$ cat src/rtl/rst_seq_ctrl_if.sv
`default_nettype none
// ============================================================================
// Module      : rst_seq_ctrl_if
// Description : Request/ack and reset-status bundle of the staged reset sequencer.
// Revision    : 1.0 - initial release
// ============================================================================
interface rst_seq_ctrl_if #(
    parameter int N_DOM = 4
);
    localparam int C_IDX_W = $clog2(N_DOM);

    logic               sw_rst_req;
    logic [N_DOM-1:0]   dom_ack;
    logic [N_DOM-1:0]   dom_rst;
    logic               seq_done;
    logic               seq_fault;
    logic [C_IDX_W-1:0] fault_dom;

    modport master (
        output sw_rst_req,
        output dom_ack,
        input  dom_rst,
        input  seq_done,
        input  seq_fault,
        input  fault_dom
    );

    modport slave (
        input  sw_rst_req,
        input  dom_ack,
        output dom_rst,
        output seq_done,
        output seq_fault,
        output fault_dom
    );
endinterface
`default_nettype wire

$ cat src/rtl/rst_seq_ctrl.sv
`default_nettype none
// ============================================================================
// Module      : rst_seq_ctrl
// Description : Releases reset domains one at a time, waiting on each ack.
// Revision    : 1.0 - initial release
// ============================================================================
module rst_seq_ctrl #(
    parameter int N_DOM       = 4,
    parameter int HOLD_CYC    = 16,
    parameter int STAGE_GAP   = 8,
    parameter int ACK_TIMEOUT = 1024,
    parameter int CNT_W       = 16
) (
    input  wire logic      clk,
    input  wire logic      system_rst_n,
    rst_seq_ctrl_if.slave  bus
);
    localparam int C_IDX_W = $clog2(N_DOM);

    localparam logic [CNT_W-1:0]   C_HOLD_LAST = CNT_W'(HOLD_CYC - 1);
    localparam logic [CNT_W-1:0]   C_GAP_LAST  = CNT_W'(STAGE_GAP - 1);
    localparam logic [CNT_W-1:0]   C_TO_LAST   = CNT_W'(ACK_TIMEOUT - 1);
    localparam logic [C_IDX_W-1:0] C_IDX_LAST  = C_IDX_W'(N_DOM - 1);

    typedef enum logic [2:0] {
        S_HOLD     = 3'd0,
        S_WAIT_ACK = 3'd1,
        S_GAP      = 3'd2,
        S_DONE     = 3'd3,
        S_FAULT    = 3'd4
    } state_t;

    state_t             r_state;
    state_t             w_state_nxt;
    logic [CNT_W-1:0]   r_cnt;
    logic [CNT_W-1:0]   w_cnt_nxt;
    logic [C_IDX_W-1:0] r_idx;
    logic [C_IDX_W-1:0] w_idx_nxt;
    logic [C_IDX_W-1:0] w_idx_inc;
    logic [N_DOM-1:0]   r_dom_rst;
    logic [N_DOM-1:0]   w_dom_rst_nxt;
    logic               r_done;
    logic               w_done_nxt;
    logic               r_fault;
    logic               w_fault_nxt;
    logic [C_IDX_W-1:0] r_fault_dom;
    logic [C_IDX_W-1:0] w_fault_dom_nxt;
    logic               w_ack;

    assign w_ack     = bus.dom_ack[r_idx];
    assign w_idx_inc = r_idx + C_IDX_W'(1);

    always_ff @(posedge clk or negedge system_rst_n) begin
        if (!system_rst_n) begin
            r_state     <= S_HOLD;
            r_cnt       <= '0;
            r_idx       <= '0;
            r_dom_rst   <= '1;
            r_done      <= 1'b0;
            r_fault     <= 1'b0;
            r_fault_dom <= '0;
        end else begin
            r_state     <= w_state_nxt;
            r_cnt       <= w_cnt_nxt;
            r_idx       <= w_idx_nxt;
            r_dom_rst   <= w_dom_rst_nxt;
            r_done      <= w_done_nxt;
            r_fault     <= w_fault_nxt;
            r_fault_dom <= w_fault_dom_nxt;
        end
    end

    always_comb begin
        w_state_nxt     = r_state;
        w_cnt_nxt       = r_cnt + CNT_W'(1);
        w_idx_nxt       = r_idx;
        w_dom_rst_nxt   = r_dom_rst;
        w_done_nxt      = r_done;
        w_fault_nxt     = r_fault;
        w_fault_dom_nxt = r_fault_dom;

        // A software restart overrides every ack, timeout and counter event.
        if (bus.sw_rst_req) begin
            w_state_nxt     = S_HOLD;
            w_cnt_nxt       = '0;
            w_idx_nxt       = '0;
            w_dom_rst_nxt   = '1;
            w_done_nxt      = 1'b0;
            w_fault_nxt     = 1'b0;
            w_fault_dom_nxt = '0;
        end else begin
            case (r_state)
                S_HOLD: begin
                    if (r_cnt == C_HOLD_LAST) begin
                        w_state_nxt      = S_WAIT_ACK;
                        w_cnt_nxt        = '0;
                        w_idx_nxt        = '0;
                        w_dom_rst_nxt[0] = 1'b0;
                    end
                end
                S_WAIT_ACK: begin
                    // Ack is checked first so it wins on the final timeout cycle.
                    if (w_ack) begin
                        w_cnt_nxt = '0;
                        if (r_idx == C_IDX_LAST) begin
                            w_state_nxt = S_DONE;
                            w_done_nxt  = 1'b1;
                        end else begin
                            w_state_nxt = S_GAP;
                        end
                    end else if (r_cnt == C_TO_LAST) begin
                        w_state_nxt     = S_FAULT;
                        w_cnt_nxt       = '0;
                        w_dom_rst_nxt   = '1;
                        w_fault_nxt     = 1'b1;
                        w_fault_dom_nxt = r_idx;
                    end
                end
                S_GAP: begin
                    if (r_cnt == C_GAP_LAST) begin
                        w_state_nxt              = S_WAIT_ACK;
                        w_cnt_nxt                = '0;
                        w_idx_nxt                = w_idx_inc;
                        w_dom_rst_nxt[w_idx_inc] = 1'b0;
                    end
                end
                S_DONE: begin
                    w_cnt_nxt = '0;
                end
                S_FAULT: begin
                    w_cnt_nxt     = '0;
                    w_dom_rst_nxt = '1;
                end
                default: begin
                    w_state_nxt   = S_HOLD;
                    w_cnt_nxt     = '0;
                    w_idx_nxt     = '0;
                    w_dom_rst_nxt = '1;
                    w_done_nxt    = 1'b0;
                    w_fault_nxt   = 1'b0;
                end
            endcase
        end
    end

    assign bus.dom_rst   = r_dom_rst;
    assign bus.seq_done  = r_done;
    assign bus.seq_fault = r_fault;
    assign bus.fault_dom = r_fault_dom;

endmodule
`default_nettype wire
$ cat src/flat_wrapper.sv
// flat-port wrapper written by rule: the top's interface ports become plain ports
module rst_seq_ctrl_flat 
#(
    parameter int N_DOM       = 4,
    parameter int HOLD_CYC    = 16,
    parameter int STAGE_GAP   = 8,
    parameter int ACK_TIMEOUT = 1024,
    parameter int CNT_W       = 16
)
  (clk, system_rst_n, bus_sw_rst_req, bus_dom_ack, bus_dom_rst, bus_seq_done, bus_seq_fault, bus_fault_dom);
  rst_seq_ctrl_if #(.N_DOM(N_DOM)) bus_i ();
  input  wire logic clk;
  input  wire logic system_rst_n;
  input wire logic [$bits(bus_i.sw_rst_req)-1:0] bus_sw_rst_req;
  input wire logic [$bits(bus_i.dom_ack)-1:0] bus_dom_ack;
  output wire logic [$bits(bus_i.dom_rst)-1:0] bus_dom_rst;
  output wire logic [$bits(bus_i.seq_done)-1:0] bus_seq_done;
  output wire logic [$bits(bus_i.seq_fault)-1:0] bus_seq_fault;
  output wire logic [$bits(bus_i.fault_dom)-1:0] bus_fault_dom;
  assign bus_i.sw_rst_req = bus_sw_rst_req;
  assign bus_i.dom_ack = bus_dom_ack;
  assign bus_dom_rst = bus_i.dom_rst;
  assign bus_seq_done = bus_i.seq_done;
  assign bus_seq_fault = bus_i.seq_fault;
  assign bus_fault_dom = bus_i.fault_dom;
  rst_seq_ctrl #(.N_DOM(N_DOM), .HOLD_CYC(HOLD_CYC), .STAGE_GAP(STAGE_GAP), .ACK_TIMEOUT(ACK_TIMEOUT), .CNT_W(CNT_W)) u_core (.clk(clk), .system_rst_n(system_rst_n), .bus(bus_i));
endmodule
$ cat config.mk
export PLATFORM = sky130hd
export DESIGN_NAME = rst_seq_ctrl_flat
export DESIGN_NICKNAME = d
export VERILOG_FILES = /design/src/rtl/rst_seq_ctrl_if.sv /design/src/rtl/rst_seq_ctrl.sv /design/src/flat_wrapper.sv
export SDC_FILE = /design/constraint.sdc
export NUM_CORES = 1
export LEC_CHECK = 0
export ABC_CLOCK_PERIOD_IN_PS = 2350
export CORE_MARGIN = 2
export CORE_UTILIZATION = 53
export CTS_CLUSTER_DIAMETER = 100
export DETAILED_ROUTE_END_ITERATION = 10
export GPL_TIMING_DRIVEN = 1
export PLACE_DENSITY = 0.8
export SETUP_SLACK_MARGIN = 0.2
export SKIP_CTS_REPAIR_TIMING = 1
export SLEW_MARGIN = 20
export SYNTH_ARGS = -nofsm -noshare
export SYNTH_HDL_FRONTEND = slang
export SYNTH_SLANG_ARGS = --single-unit
export TNS_END_PERCENT = 20
$ cat constraint.sdc
create_clock -name clk -period 2.35 [get_ports clk]
set_input_delay 0.235 -clock clk [delete_from_list [all_inputs] [get_ports clk]]
set_output_delay 0.235 -clock clk [all_outputs]
set_load 0.01 [all_outputs]
Yosys cells after proc, flatten, opt, wreduce, memory -nomap -nowiden
Index checks and enable logic that the tools add are counted.
Storage, ports and cells
  register bits: 29
  output and inout port bits: 8
  logic and storage cells: 91
Operators by class
  add/subtract/negate cells: 2
  magnitude comparators: 3
  eq/ne operators: 21
  muxes and demuxes: 40
  bitwise logic cells: 2
  reductions and logical operators: 15
Operators with widths (number)
  16-bit two-way mux: 5
  16-bit case mux with 3 select lines: 1
  16-bit by 1-bit adder with 16-bit output, second input constant: 1
  16-bit by 10-bit equality test with 1-bit output, second input constant: 1
  16-bit by 3-bit equality test with 1-bit output, second input constant: 1
  16-bit by 4-bit equality test with 1-bit output, second input constant: 1
  4-bit two-way mux: 4
  3-bit two-way mux: 5
  3-bit by 2-bit inequality test with 1-bit output, second input constant: 5
  2-bit two-way mux: 7
  3-bit case mux with 4 select lines: 1
  3-bit AND reduction: 4
  1-bit two-way mux: 10
  3-bit case mux with 3 select lines: 1
  2-bit by 1-bit inequality test with 1-bit output, second input constant: 4
  4-bit AND reduction: 2
  3-bit by 2-bit equality test with 1-bit output, second input constant: 2
  2-bit by 3-bit < comparator with 1-bit output, second input constant: 2
  2-bit case mux with 3 select lines: 1
  5-bit AND reduction: 1
  4-bit bitwise AND: 1
  2-bit inequality test, second input constant: 2
  4-bit by 2-bit inequality test with 1-bit output, second input constant: 1
  4-bit NOT: 1
  other kinds (16): 19

Logic depth before layout (Yosys ltp)
Gate-level depths: netlist of the first run.
  word-level depth: 10
  depth in mapped cells: 7
  gate-level depth less buffers: 6

Least setup slack after synthesis of the first run
No wires, ideal clock.
  kind: reg-to-reg
  from: register u_core.r_cnt[0]
  to: register u_core.r_idx[0]
  arrival: 1.637 ns
  data required time: 2.222 ns
  setup slack: 0.585 ns
  stages on the path, launching flop included: 7
  buffers on the path: 0
  cells stage by stage: dfrtp_1 -> ha_1 -> and4bb_2 -> nand4_1 -> a211o_1 -> nand3b_1 -> mux2_1
Between the ends
  cells in the longest elaborated chain, start to end: 3
  elaborated cells on any way between the ends: 5
  classes of those cells: eq/ne (4); reduce/logical (1)
Ends and longest elaborated chain
  start, declared: RTL line rst_seq_ctrl.sv:35  | logic [CNT_W-1:0] r_cnt;
  start signal, assigned: RTL line rst_seq_ctrl.sv:64  | r_cnt <= w_cnt_nxt;
  16-bit by 3-bit equality test with 1-bit output or 16-bit by 4-bit equality test with 1-bit output (tied branches): RTL line rst_seq_ctrl.sv:120, rst_seq_ctrl.sv:94
  3-bit by 2-bit inequality test with 1-bit output (no line)
  3-bit AND reduction (no line) (*)
  end signal, assigned: RTL line rst_seq_ctrl.sv:65  | r_idx <= w_idx_nxt;
  end, declared: RTL line rst_seq_ctrl.sv:37  | logic [C_IDX_W-1:0] r_idx;
Every way passes the cells marked *; elsewhere a longest branch is shown, timed or not.
A chain may end at the register's enable or synchronous reset.

Worst setup path in the final report of the first run
Ends and elaborated chain as after synthesis.

==> results.yml, run 1 <==
run_status:
  status: "finished clean"
logic_synthesis:
  synthTopCellsByArea: "dfrtp_1 38%, dfstp_2 6.5%, nor2_1 6.0%"
  yosysSeqAreaShare_pct: 44.85
  ys_warn_count: 0
  synth_area_leader_cell: "dfrtp_1"
  synth_common_cells: "26 x nor2_1, 25 x dfrtp_1, 8 x nand2_1, 8 x xnor2_1, 7 x xor2_1"
  async_flop_share_pct: 100.0
  ys_seq_elements: 29
  yosysUniqueCellTypes: 44
  yosysMostFrequentCell: "nor2_1"
  synth_cells: 160
  syn_avg_cell_area_um2: 10.18
  synth_top_flop_cell: "dfrtp_1"
  synth_edf_count: 0
  synth.top_cell.area_share_pct: 38.40
  syn_area_mm2: 0.001629
  syn-num-nets: 172
place:
  place.gp.congestion: 0.7965
  dpl.hpwl_um: 2271
  port_buffers: 14
global_routing:
  grt_pass1_wl_um: 5271
  antenna_found_initial: 0
  grt_start_max_net_pins: 30
  grt_pass1_vias: 1212
  grt.total_usage_pct: 20.62
  grt_overflow: 0
timing:
  setup_tns_ps: 0
  hold_viol: 0
  slew_headroom_pct: 66.32
  slew_viol_final: 0
  hold_ws_ps: 261.1
  worst_pin_slew_ps: 501.3
  final.min_clock_period_ps: 1983
  setup_viol_count_final: 0
  fin_crit_sh_pct: 84.38
  rsz0062_at_grt: "false"
  fin_skew_ps: 14.96
  fmax_ghz: 0.5043
setup_path:
  critical_path_buf_inv_count: 0
  crit_family: "simple AND/OR/NAND/NOR gates"
  worstPathMaxFanout: 5
  rr_startpoint: "u_core.r_cnt[0]$_DFF_PN0_"
  cp-end-kind: "flip-flop"
  cpPeakStageDelay_ps: 390
  crit_arrival_ps: 2200
  required_ps: 2560
  cp-start-kind: "flip-flop"
  startpoint: "u_core.r_cnt[0]$_DFF_PN0_"
  slowest_stage: "dfrtp_1"
  worstPathCellList: "ha_1 > and4bb_2 > nand4_1 > a211o_1 > nand3b_1 > mux2_1"
  criticalPathCategory: "flip-flop to flip-flop"
die:
  die_area_mm2: 0.003533
  die_h_um: 59.44
  die_w_um: 59.44
  initial_core_util_pct: 54.71
  coreArea_mm2: 0.002978
  io_pins: 15
  num_rows: 20
final_layout:
  drive_above_1_share_pct: 12.36
  multiInputGateArea_um2: 853.3
  area_growth_pct: 14.29
  nets: 189
  n_antenna_cell: 0
  ff_latch_area_um2: 730.7
  fillCellCount: 248
cts:
  cts_buffers: 5
  htree_levels: 2
  cts-root-buf: "clkbuf_4"
  clk_pin_slew_ps: 100
  clock_sinks: 29
  clockBufferDepth: 2
  worstSkewPairLatency_ps: 330
  cts_tree: "yes"
power:
  p_seq_share_pct: 50.8
  ir_drop_mv: 0.3756
  p_clk_share_pct: 29.1
  p_leak_nw: 0.7742
  comb_power_share_pct: 20.1
  intPower_w: 0.0008349
  net-switching-power_w: 0.0003609
  power_density_mw_per_mm2: 642.3
  sw_frac_of_total_pct: 30.18
min_path:
  hold_class: "primary input to asynchronous set/reset pin"
route:
  vias: 1212
  antenna_left: 0
  drc: 0
  wire_per_inst_um: 14.39
  wl_um: 3036
  vias_per_cell: 5.744
  drt_pre_antenna_iters: 4
  drtIter0Drc: 31
flow_run:
  drv_cap: 0
==> metal layers <==
metal	share of wire (%)	routed length, um	global-route usage, %
met5	0	0	0
met4	2.6	79	9.416
met3	4.2	129	5.895
met2	51	1534	34.54
met1	43	1293	24.33
==> final timing paths <==
kind,end,slack (ps),depth (start not counted)
worst max-delay path,u_core.r_idx[0]$_DFFE_PN0P_,370,6
worst min-delay path,u_core.r_state[0]$_DFFE_PN0P_,260,2
worst max register to register,u_core.r_idx[0]$_DFFE_PN0P_,370,6
worst min register to register,u_core.r_cnt[0]$_DFF_PN0_,470,1
max in group asynchronous,u_core.bus.dom_rst[2]$_DFFE_PN1P_,1760,2
min in group clk,u_core.r_cnt[0]$_DFF_PN0_,470,1
==> kinds of logic (layout without fill, tap and decap cells) <==
kind of cell | after synthesis | after routing | share of synthesized area (%)
muxes | 6 | 6 | 4.608
adders and majority gates | 5 | 5 | 3.840
and+or+nand+nor | 70 | 70 | 24.04
buffers and inverters | 9 | 27 | 2.765
AOI/OAI and AO/OA | 26 | 26 | 11.83
xor gates and xnor gates | 15 | 15 | 8.065
DFF | 29 | 29 | 44.85
==> state kept, by name, indices dropped and copies added, names as in the netlist <==
register / cells
u_core.bus.fault_dom: 2
u_core.bus.seq_fault: 1
u_core.r_cnt: 16
u_core.r_idx: 2
u_core.bus.dom_rst: 4
u_core.r_state: 3
u_core.bus.seq_done: 1
==> stage by stage <==
step	setup WS, ps	total power [W]	util [%]	instances	instance area, um2
after floorplan	585.1	0.0007896	-	160	1629
after global placement	375.0	0.0008464	60.17	203	1792
after detailed placement	335.5	0.0008601	60.17	203	1792
after CTS	353.6	0.001214	62.52	211	1862
after global routing	255.7	0.001274	62.52	211	1862
final	367.0	0.001196	62.52	211	1862
==> power by group through the flow <==
stage / clock network, W / logic, W / registers (W)
2_1_floorplan: 0 / 0.000204 / 0.000585
3_3_place_gp: 0 / 0.000234 / 0.000612
3_5_place_dp: 0 / 0.000243 / 0.000617
4_1_cts: 0.000362 / 0.000244 / 0.000608
5_1_grt: 0.000383 / 0.000273 / 0.000618
6_report: 0.000349 / 0.000240 / 0.000607
==> cells in the final DEF, fill, tap and decap left out, types with 2 or more instances in the layout <==
cell	n
a21bo_1	4
a21oi_1	4
and3_1	5
and4bb_2	3
buf_4	2
clkbuf_4	5
clkbuf_8	2
clkdlybuf4s50_1	14
dfrtp_1	25
dfstp_2	4
ha_1	5
inv_1	3
mux2_1	2
mux2i_1	3
nand2_1	8
nand2b_1	2
nand3_1	4
nand3b_1	3
nand4_1	4
nor2_1	26
nor2b_1	4
nor3_1	3
o21ai_0	6
or4bb_1	2
xnor2_1	8
xor2_1	7
==> worst reg2reg max path, cell delays in order, from the launching register on <==
cell and delay, ps:
dfrtp_1 390, ha_1 230, and4bb_2 250, nand4_1 240, a211o_1 310, nand3b_1 140, mux2_1 330
==> area by class of cell <==
type	count	share of cell area, %
tap	33	2.218
inverter	3	0.6048
timing repair buffer	16	8.333
sequential	29	39.25
clock buffer	7	3.495
multi-input combinational	122	45.83
clock inverter	1	0.2688
Power figures use the tool's default switching activity.
==> inputs of run 2 (changes only) <==
--- a/config.mk
+++ b/config.mk
@@ -5,7 +5,7 @@
 export SDC_FILE = /design/constraint.sdc
 export NUM_CORES = 1
 export LEC_CHECK = 0
-export ABC_CLOCK_PERIOD_IN_PS = 2350
+export ABC_CLOCK_PERIOD_IN_PS = 2000
 export CORE_MARGIN = 2
 export CORE_UTILIZATION = 53
 export CTS_CLUSTER_DIAMETER = 100
==> constraint.sdc (replaced) <==
create_clock -name clk -period 2 [get_ports clk]
set_input_delay 0.2 -clock clk [delete_from_list [all_inputs] [get_ports clk]]
set_output_delay 0.2 -clock clk [all_outputs]
set_load 0.01 [all_outputs]
==> run 2 against run 1 <==
Flip-flop and latch count unchanged; first-iteration DRC count increased by 77%; largest cell class unchanged; sequential share of layout area decreased by 1.9 points; core utilization increased by 3.5 points; non-clock buffer count increased by 8.
==> results.yml, run 2 (synthesis gave the netlist of run 1 again) <==
final_layout:
  postLayoutCoreUtil_pct: 66.05
  n_antenna_cell: 0
  area_growth_pct: 20.74
  drive_above_1_share_pct: 20.43
  nets: 197
  layout_commonest_cell: "nor2_1"
  final_cell_mix: "26 x nor2_1, 22 x dfrtp_1, 14 x clkdlybuf4s50_1, 9 x buf_4"
  regMostFlops: "u_core.r_cnt"
  largest_reg_flops: 16
  final_cells: 219
timing:
  slew_headroom_pct: 61.49
  fin_skew_ps: 12.55
  fin_crit_sh_pct: 92.65
  layout_setup_ws_ps: 147.1
  rsz0062_at_grt: "true"
  hold_viol: 0
  final.min_clock_period_ps: 1853
  setup_tns_ps: 0
  setup_viol_count_final: 0
  worst_pin_slew_ps: 573.3
  slew_viol_final: 0
  fmax_ghz: 0.5397
cts:
  cts_buffers: 5
  cts_tree: "yes"
  clockBufferDepth: 2
  clk_pin_slew_ps: 100
  worstSkewPairLatency_ps: 330
  cts-root-buf: "clkbuf_4"
  clock_sinks: 29
  htree_levels: 2
die:
  initial_core_util_pct: 54.71
  num_rows: 20
  die_w_um: 59.44
  coreArea_mm2: 0.002978
  die_area_mm2: 0.003533
  io_pins: 15
  die_h_um: 59.44
global_routing:
  antenna_found_initial: 0
  grt_pass1_vias: 1259
  grt_start_max_net_pins: 30
  grt.total_usage_pct: 21.35
  grt_overflow: 0
  grt_pass1_wl_um: 5533
route:
  drc: 0
  vias_per_cell: 5.932
  drt_pre_antenna_iters: 4
  antenna_left: 0
  vias: 1299
  drtIter0Drc: 55
  wl_um: 3363
  wire_per_inst_um: 15.36
power:
  ir_drop_mv: 0.5053
  p_leak_nw: 0.8128
  p_total_w: 0.001450
  power_density_mw_per_mm2: 737.4
setup_path:
  cp-start-kind: "flip-flop"
  worstPathCellList: "ha_2 > buf_4 > nand4_1 > and4bb_4 > and4bb_2 > mux2i_1 > nor2_1"
  required_ps: 2210
  crit_arrival_ps: 2060
  crit_family: "simple AND/OR/NAND/NOR gates"
  criticalPathCategory: "flip-flop to flip-flop"
  worstPathMaxFanout: 5
  slowest_stage: "and4bb_4"
  cpPeakStageDelay_ps: 410
  cp-end-kind: "flip-flop"
  critical_path_buf_inv_count: 1
place:
  dp_cells: 208
  dpl.hpwl_um: 2303
  place.gp.congestion: 0.8104
  pre_cts_slack_ps: 22.12
  port_buffers: 14
run_status:
  status: "finished clean"
min_path:
  hold_class: "primary input to asynchronous set/reset pin"
flow_run:
  drv_cap: 0
## run 2: cell count changes in the layout (fill, tap and decap cells not counted), moves of 2 or more
| cell | delta |
|---|---|
| dfrtp_1 | -3 |
| o21ai_0 | -3 |
| buf_4 | +7 |
| clkbuf_1 | +2 |
| o21ai_1 | +2 |
| nor2b_1 | -2 |
| nor2b_2 | +2 |
| dfrtp_2 | +3 |
## run 2: per-stage QoR
step | cell area [um2] | hold WS, ps
2_1_floorplan | 1629 | -95.59
3_3_place_gp | 1829 | 447.6
3_5_place_dp | 1829 | 454.2
4_1_cts | 1888 | 239.0
5_1_grt | 1967 | 260.3
6_report | 1967 | 237.9
## run 2: layout make-up
class	count	area (um2)
Clock buffer	8	58.81
Tap cell	33	41.29
Fill cell	238	1011
Inverter	3	11.26
Timing Repair Buffer	24	219.0
Multi-Input combinational cell	122	902.1
Sequential cell	29	734.5
## run 2: report_power, final
part	internal (W)	switching, W
sequential	0.000640	0.0000595
combinational	0.000185	0.000195
clock	0.000173	0.000198
total	0.000998	0.000453
## run 2: metal layers
| layer | up-vias | track usage (%) | wire [um] |
|---|---|---|---|
| met5 | - | 0 | 0 |
| met4 | 0 | 12.34 | 78 |
| met3 | 12 | 6.550 | 135 |
| met2 | 32 | 33.28 | 1784 |
| met1 | 638 | 25.94 | 1364 |
| li1 | 617 | - | - |
## run 2: worst paths after layout
check | from | to | slack (ps) | cells after the start
max in group asynchronous | system_rst_n | u_core.bus.dom_rst[2]$_DFFE_PN1P_ | 1460 | 2
hold / removal | system_rst_n | u_core.r_state[0]$_DFFE_PN0P_ | 240 | 2
setup / recovery | u_core.r_cnt[0]$_DFF_PN0_ | u_core.bus.fault_dom[1]$_DFFE_PN0P_ | 150 | 7
hold reg to reg | u_core.bus.dom_rst[1]$_DFFE_PN1P_ | u_core.bus.dom_rst[1]$_DFFE_PN1P_ | 530 | 1
setup reg to reg | u_core.r_cnt[0]$_DFF_PN0_ | u_core.bus.fault_dom[1]$_DFFE_PN0P_ | 150 | 7
min in group clk | u_core.bus.dom_rst[1]$_DFFE_PN1P_ | u_core.bus.dom_rst[1]$_DFFE_PN1P_ | 530 | 1
==> inputs of run 3 (changes only) <==
--- a/config.mk
+++ b/config.mk
@@ -5,6 +5,7 @@
 export SDC_FILE = /design/constraint.sdc
 export NUM_CORES = 1
 export LEC_CHECK = 0
+export ABC_AREA = 1
 export ABC_CLOCK_PERIOD_IN_PS = 2000
 export CORE_MARGIN = 2
 export CORE_UTILIZATION = 53
@@ -13,7 +14,6 @@
 export GPL_TIMING_DRIVEN = 1
 export PLACE_DENSITY = 0.8
 export SETUP_SLACK_MARGIN = 0.2
-export SKIP_CTS_REPAIR_TIMING = 1
 export SLEW_MARGIN = 20
 export SYNTH_ARGS = -nofsm -noshare
 export SYNTH_HDL_FRONTEND = slang
==> run 3 against run 2 <==
Core utilization decreased by 1.9 points; synthesized cell count grew 54%; maximum frequency rose by 13%; wire length up 12%; non-clock buffer count down 8; register-to-register slack better by 210 ps; highest routed layer unchanged; via count rose by 21%; synthesized area rose by 15%; worst hold slack better by 4.9 ps; global-route usage rose by 0.37 points; total power increased by 29%; sequential share of layout area down 3.5 points.
==> results.yml, run 3 <==
run_status:
  status: "finished clean"
timing:
  fmax_ghz: 0.6097
  hold_viol: 0
  setup_viol_count_final: 0
  fin_skew_ps: 12.60
  rsz0062_at_grt: "false"
  worst_pin_slew_ps: 358.7
  layout_setup_ws_ps: 359.8
  final.min_clock_period_ps: 1640
  fin_crit_sh_pct: 82.01
  slew_headroom_pct: 76.08
  setup_tns_ps: 0
  slew_viol_final: 0
route:
  vias_per_cell: 4.984
  drt_pre_antenna_iters: 4
  wire_per_inst_um: 11.87
  wl_um: 3750
  drtIter0Drc: 38
  antenna_left: 0
  drc: 0
  vias: 1575
place:
  place.gp.congestion: 0.9285
  pre_cts_slack_ps: 365.8
  dpl.hpwl_um: 2924
  port_buffers: 14
logic_synthesis:
  syn_area_mm2: 0.001879
  syn_avg_cell_area_um2: 7.609
  synth_xor_area_share_pct: 5.126
  synth.top_cell.area_share_pct: 33.29
  yosysMostFrequentCell: "nand2_1"
  synth_compound_area_share_pct: 6.724
  synth_cells: 247
  synth_area_leader_cell: "dfrtp_1"
  ys_warn_count: 0
  syn-num-nets: 259
  yosys.area_share.adder_pct: 3.329
  synth_top_flop_cell: "dfrtp_1"
  synth_edf_count: 0
  async_flop_share_pct: 100.0
  synth_simple_gate_area_share_pct: 38.28
  yosysSeqAreaShare_pct: 38.88
  yosysUniqueCellTypes: 30
  synth_common_cells: "58 x nand2_1, 31 x inv_1, 27 x nor2_1"
  ys_seq_elements: 29
  synth_top_family_by_area: "simple AND/OR/NAND/NOR gates"
  synthTopCellsByArea: "dfrtp_1 33%, nand2_1 12%, inv_1 6.2%"
  yosys-mux-area-fraction_pct: 0
cts:
  cts_tree: "yes"
  worstSkewPairLatency_ps: 330
  clockBufferDepth: 2
  cts-resized-gates: 0
  clock_sinks: 29
  htree_levels: 2
  clk_pin_slew_ps: 100
  post_cts_buffers: 0
  cts.hold.buffers_added: 0
  cts_buffers: 5
  cts-root-buf: "clkbuf_4"
global_routing:
  grt_pass1_wl_um: 6962
  grt.total_usage_pct: 21.71
  antenna_found_initial: 0
  grt_overflow: 0
  grt_start_max_net_pins: 30
  grt_pass1_vias: 1605
power:
  intPower_w: 0.001156
  sw_frac_of_total_pct: 37.98
  comb_power_share_pct: 36.6
  p_leak_nw: 1.046
  p_clk_share_pct: 21.6
  p_seq_share_pct: 41.8
  net-switching-power_w: 0.0007082
  ir_drop_mv: 0.7179
  power_density_mw_per_mm2: 864.4
setup_path:
  cp-end-kind: "flip-flop"
  crit_arrival_ps: 1860
  cp-start-kind: "flip-flop"
  required_ps: 2220
  worstPathMaxFanout: 10
  slowest_stage: "dfrtp_1"
  reg2reg_slack_ps: 360
  cpPeakStageDelay_ps: 420
  criticalPathCategory: "flip-flop to flip-flop"
  r2r_cells: 8
  r2r-end: "u_core.r_cnt[0]$_DFF_PN0_"
  rr_startpoint: "u_core.r_cnt[0]$_DFF_PN0_"
  worstPathCellList: "ha_1 > nand3_2 > nor2_4 > nand2_2 > nand3_2 > nand3_4 > nand2_8 > nor2_2"
  path_common_cell: "nand3_2"
min_path:
  hold_class: "primary input to asynchronous set/reset pin"
die:
  num_rows: 21
  die_area_mm2: 0.004038
  initial_core_util_pct: 55.88
  io_pins: 15
  die_h_um: 63.55
  coreArea_mm2: 0.003363
  die_w_um: 63.55
final_layout:
  nets: 281
  layout_commonest_cell: "nand2_1"
  fillCellCount: 324
  n_antenna_cell: 0
  final_cell_mix: "58 x nand2_1, 31 x inv_1, 27 x nor2_1, 25 x dfrtp_1, 21 x nand3_1"
  drive_above_1_share_pct: 20.37
  area_growth_pct: 14.78
  regMostFlops: "u_core.r_cnt"
  largest_reg_flops: 16
flow_run:
  drv_cap: 0
[run 3: critical path, delay by kind of cell (launching register included)]
family,cells,cell delay (ps)
adder cells (fa/ha/maj),1,240
flip-flops,1,420
AND/OR/NAND/NOR,7,890
[run 3: cell type report]
type,count,area [um2],area share [%]
inverter,37,138.9,6.439
multi-input combinational,180,1005,46.58
tap,46,57.56,2.668
clock buffer,7,65.06,3.016
clock inverter,1,5.005,0.2320
sequential,29,730.7,33.87
timing repair buffer,16,155.1,7.193
[run 3: logic make-up (layout without fill, tap and decap cells)]
kind of cell,after synthesis,in the layout
flops,29,29
compound gates,20,20
buf+inv,38,61
simple gates,144,144
fa+ha+maj,5,5
xor+xnor,11,11
[run 3: power by group through the flow]
| stage | Clock, W | Sequential (W) | Combinational (W) |
|---|---|---|---|
| 2_1_floorplan | 0 | 0.000795 | 0.000453 |
| 3_3_place_gp | 0 | 0.000786 | 0.000676 |
| 3_5_place_dp | 0 | 0.000789 | 0.000680 |
| 4_1_cts | 0.000418 | 0.000779 | 0.000683 |
| 5_1_grt | 0.000429 | 0.000794 | 0.000771 |
| 6_report | 0.000404 | 0.000779 | 0.000682 |
[run 3: through the flow]
step	instances	cell area [um2]	power (W)	hold slack (ps)	utilization (%)
after CTS	316	2157	0.001880	253.9	64.14
final	316	2157	0.001865	242.8	64.14
after floorplan	247	1879	0.001248	-95.59	-
after detailed placement	308	2087	0.001469	475.9	62.05
after global routing	316	2157	0.001994	286.2	64.14
after global placement	308	2087	0.001462	468.4	62.05
[run 3: worst max path at each step]
stage,start,endpoint,slack (ps),depth (start not counted)
after CTS,u_core.bus.dom_rst[0]$_DFFE_PN1P_,bus_dom_rst[0],360,1
after floorplan,u_core.r_cnt[0]$_DFF_PN0_,u_core.r_cnt[7]$_DFF_PN0_,550,8
final,u_core.r_cnt[0]$_DFF_PN0_,u_core.r_cnt[0]$_DFF_PN0_,360,8
after global placement,bus_sw_rst_req,u_core.r_cnt[0]$_DFF_PN0_,390,6
after global routing,u_core.r_cnt[0]$_DFF_PN0_,u_core.r_cnt[14]$_DFF_PN0_,220,11
after detailed placement,bus_sw_rst_req,u_core.r_cnt[0]$_DFF_PN0_,370,6
[run 3: layer usage]
metal,GRT usage [%],vias up,share of wire (%)
met5,0,-,0
met3,4.821,5,3.9
li1,-,818,-
met1,30.52,730,50
met4,6.522,0,1.0
met2,33.55,22,45
